## src/rtl/datapath_29.sv

```systemverilog
// Datapath for the one-hot ASM controller: counter A, status flops E/F,
// a completion flag and a sticky trap for illegal state-line encodings.
module datapath_29 #(
  parameter int W = 4
) (
  input  logic         clock,
  input  logic         reset,
  input  logic [7:0]   s,
  input  logic [W-1:0] din,
  output logic [W-1:0] A,
  output logic         E,
  output logic         F,
  output logic         zero,
  output logic         done,
  output logic         err
);

  logic [W-1:0] a_inc;
  logic         a_inc_full;

  assign a_inc      = A + W'(1);
  assign a_inc_full = (a_inc == {W{1'b1}});
  assign zero       = (A == '0);

  // Only the seven legal one-hot codes execute; s7, all-zero and
  // multi-hot codes fall to default, hold every register and trap.
  always_ff @(posedge clock) begin
    if (!reset) begin
      A    <= '0;
      E    <= 1'b0;
      F    <= 1'b0;
      done <= 1'b0;
      err  <= 1'b0;
    end else begin
      case (s)
        8'h01: begin
          done <= 1'b0;
        end
        8'h02: begin
          A    <= '0;
          E    <= 1'b0;
          F    <= 1'b0;
          done <= 1'b0;
        end
        8'h04: begin
          A    <= a_inc;
          E    <= a_inc[W-2];
          F    <= F | a_inc_full;
          done <= 1'b0;
        end
        8'h08: begin
          F <= 1'b1;
        end
        8'h10: begin
          E <= 1'b0;
        end
        8'h20: begin
          A <= din;
          E <= din[W-2];
        end
        8'h40: begin
          done <= 1'b1;
        end
        default: begin
          err <= 1'b1;
        end
      endcase
    end
  end

endmodule

```

## config.mk

```make
export PLATFORM = sky130hd
export DESIGN_NAME = datapath_29
export DESIGN_NICKNAME = d
export VERILOG_FILES = /design/src/rtl/datapath_29.sv
export SDC_FILE = /design/constraint.sdc
export NUM_CORES = 1
export LEC_CHECK = 0
export BUFFER_PORTS_ARGS = -buffer_cell sky130_fd_sc_hd__buf_2
export CAP_MARGIN = 20
export CORE_UTILIZATION = 45
export DETAILED_ROUTE_END_ITERATION = 7
export GPL_ROUTABILITY_DRIVEN = 0
export PLACE_DENSITY = 0.73
export SETUP_SLACK_MARGIN = 0.3
export SLEW_MARGIN = 40
export SYNTH_ARGS = -nofsm -noshare
export SYNTH_HDL_FRONTEND = slang
export SYNTH_SLANG_ARGS = --single-unit
```

## constraint.sdc

```tcl
create_clock -name clock -period 2.2 [get_ports clock]
set_clock_uncertainty 0.1 [all_clocks]
set_input_delay 0.11 -clock clock [delete_from_list [all_inputs] [get_ports clock]]
set_output_delay 0.11 -clock clock [all_outputs]
set_load 0.005 [all_outputs]
```

# Word level (Yosys, flattened, before mapping)
# Index checks and enable logic that the tools add are counted.
# totals
ff_bits	8
word_cells	27
input_bits	14
out_inout_bits	9
# op_classes
bitwise_logic	1
n_mux	4
n_eq_ne	8
n_addsub	1
reduce_logical	8
# op_table
operator	count
$pmux 4 s3	1
$reduce_bool 3->1	3
$eq 8x1->1 const B	1
$eq 8x2->1 const B	1
$eq 8x3->1 const B	1
$eq 8x4->1 const B	1
$eq 8x5->1 const B	1
$eq 8x6->1 const B	1
$eq 8x7->1 const B	1
$reduce_or 7->1	1
$pmux 1 s3	2
$add 4x1->4 const B	1
$eq 4x4->1 const B	1
$logic_not 4->1	1
$reduce_or 3->1	1
$pmux 1 s2	1
$reduce_bool 2->1	1
$reduce_or 2->1	1
$or 1x1->1	1

# Logic depth before layout (Yosys ltp)
# logic_depth
depth_word	4
mapped_depth	6
mapped_depth_nobuf	6

# Worst setup path after synthesis
# No wires, ideal clock.
# synth_path
path_kind	reg-to-reg
from	register A[1]
to	register F
path_buffers	0
path_stages_with_launch	7
period_less_slack_ns	1.304
path_slack_ns	0.896
t_required_ns	2.031
arrival_ns	1.135
setup_ns	0.069
path_cell_list	dfxtp_1 > ha_1 > xor2_1 > nand3_1 > nor2_1 > a22oi_1 > o21ai_1
# synth_between
elab_chain_len	4
# synth_lines
item	line	source
from (decl)	10	output logic [W-1:0] A,
from (signal assigned)	46	A <= a_inc;
from (signal assigned)	58	A <= din;
$add 4x1->4	21	assign a_inc = A + W'(1);
$eq 4x4->1	22	assign a_inc_full = (a_inc == {W{1'b1}});
$or 1x1->1	48	F <= F | a_inc_full;
$pmux 1 s3	35	case (s)
to (signal assigned)	48	
to (decl)	12	output logic F,
# Every way passes these cells.
# A chain may end at the register's enable or synchronous reset.

# Worst setup path after layout
# Ends and elaborated chain as after synthesis.

==> impl_metrics.yaml <==
sta:
  maxSlewHeadroom_pct: 73.1
  rsz0062_at_grt: "no"
  setup_tns_ns: 0
  hold_viol: 0
  setup_viol: 0
  fmaxAchievable_ghz: 0.683
  period_needed_ns: 1.46
  finalMaxSlewViolations: 0
  hold-worst-slack_ns: 0.0250
  final.period_utilization_pct: 66.6
  setup_ws_ns: 0.736
  worstMarginPinSlew_ns: 0.398
floorplan:
  core-area_um2: 1320
  die_y_um: 40.0
  dieWidth_um: 40.0
  pin_count: 23
  rows: 13
  initial_core_util_pct: 49.2
  dieArea_um2: 1600
clock_tree:
  ctsHoldBuffers: 0
  cts_buffer_depth: 2
  cts_buffers: 3
  cts_root_buf: "clkbuf_4"
  cts_tree: "done"
  path_clk_slew_ns: 0.06
  clk_latency_ns: 0.26
  post_cts_resized: 0
  post_cts_buffers: 0
  htree_levels: 1
  cts.sinks: 8
pwr:
  p_seq_share_pct: 46.5
  p_per_area_nw_per_um2: 417
  netSwitchingPower_mw: 0.0866
  p_int_mw: 0.231
  p_leak_nw: 0.317
  power_frac_comb_pct: 17.2
  vdd_drop_max_v: 0.000255
  switching_share_pct: 27.3
  pwr-share-clk_pct: 36.3
grt:
  grt_overflow: 0
  antenna_found_initial: 0
  grt_pass1_wl_um: 2360
  grt_max_degree: 11
  grt_pass1_vias: 559
  grt_usage_pct: 23.0
routing:
  first_iter_violations: 1
  viasPerCell: 5.75
  vias: 661
  drtAntennaViolNets: 0
  drc: 0
  avgRoutedWirePerCell_um: 12.4
  wl_um: 1430
  first_pass_iters: 3
place:
  dpl_cell_area_um2: 739
  dp_hpwl_um: 1110
  dp_slack_ns: 0.766
  port_buffers: 22
worst_setup_path:
  cp-end-kind: "flip-flop"
  crit_type: "flip-flop to flip-flop"
  start_kind: "flip-flop"
  worstPathArrival_ns: 1.55
  crit_fanout: 6
  cp.required_ns: 2.29
finish:
  area_growth_pct: 17.6
  drive_gt1_share_pct: 31.0
  num_antenna_cells: 0
  fin_nets: 119
  final_util_pct: 57.8
  fin_area_um2: 762
yosys:
  async_flop_share_pct: 0
  ys.warnings.count: 0
  synth_seq_cells: 8
  synth_top_area_share_pct: 24.7
  synthCells: 80
  syn_area_um2: 648
  synthFlopType: "dfxtp_1"
  syn_avg_cell_area_um2: 8.10
  ys_seq_area_share_pct: 24.7
  synth_cell_type_count: 31
  synth_area_leaders: "dfxtp_1 (25%), ha_1 (5.8%), xor2_1 (5.4%), a22oi_1 (4.6%), nor2_1 (4.6%)"
  synth_nets: 97
  synth_edf_count: 0
  synth_largest_area_cell: "dfxtp_1"
hold_path:
  hp-class: "input port to flip-flop"
run:
  cap_viol_max_count: 0
run_status:
  status: "finished, final reports clean"
## routing by layer
layer  share of wire, %  global-route usage, %
met1                 45                   26.2
met5                  0                      0
met3                4.4                   8.33
met2                 49                   37.9
met4                1.3                   10.3
## flip-flops by register name (all words and copies together), names as in the netlist
signal  flops
done        1
err         1
F           1
A           4
E           1
## metrics by stage
step           cells  power (mW)
6_report         115       0.317
4_1_cts          115       0.320
2_1_floorplan     80       0.188
3_5_place_dp     112       0.206
5_1_grt          115       0.339
3_3_place_gp     112       0.204
## kinds of logic (layout without fill, tap and decap cells)
logic type / Yosys count / count (layout) / synth area share, %
buf+inv: 10 / 30 / 8.69
flops: 8 / 8 / 24.7
compound gates: 22 / 22 / 24.3
fa+ha+maj: 3 / 3 / 5.79
xor+xnor: 6 / 6 / 8.11
simple gates: 31 / 31 / 28.4
## worst paths after layout
path | startpoint | to | slack [ns] | depth (start not counted)
hold / removal | reset | F | 0.03 | 3
setup / recovery | A[1] | F | 0.74 | 6
hold reg to reg | F | F | 0.36 | 2
setup reg to reg | A[1] | F | 0.74 | 6
## synthesized netlist by cell type, drive strengths merged, types with 3 or more instances
library cell  count
nand3             4
dfxtp             8
buf               5
ha                3
xor2              4
o21ai             6
inv               5
nor2              9
a21oi             4
o2111ai           3
nor3              4
nand2             4
a22oi             4
## layout by cell type, fill, tap and decap left out, drive strengths merged, types with 2 or more instances in the layout
cell type  synthesis  routed
xnor2              2       2
dfxtp              8       8
a22oi              4       4
nor2               9       9
inv                5       5
nor3b              2       2
o21ai              6       6
o2111ai            3       3
a21oi              4       4
xor2               4       4
nand3              4       4
nor3               4       4
nand3b             2       2
buf                5      22
clkbuf             0       3
nand2              4       4
ha                 3       3
## power groups by stage
stage / clock [mW] / sequential [mW] / combinational (mW)
2_1_floorplan: 0 / 0.151 / 0.0370
3_3_place_gp: 0 / 0.151 / 0.0531
3_5_place_dp: 0 / 0.151 / 0.0547
4_1_cts: 0.118 / 0.148 / 0.0548
5_1_grt: 0.129 / 0.148 / 0.0615
6_report: 0.115 / 0.148 / 0.0546
## worst max-delay path, cell delays in order (launching register included)
cell and delay [ns]:
dfxtp_1 0.43, ha_1 0.24, xor2_1 0.22, nand3_1 0.10, nor2_1 0.10, a22oi_1 0.07
o21ai_1 0.13
## layout make-up
cell class | count | area, µm²
Fill cell | 143 | 556
Multi-Input combinational cell | 62 | 432
Sequential cell | 8 | 160
Timing Repair Buffer | 22 | 110
Clock buffer | 3 | 22.5
Inverter | 5 | 18.8
Tap cell | 15 | 18.8
(Power assumes the default switching activity.)
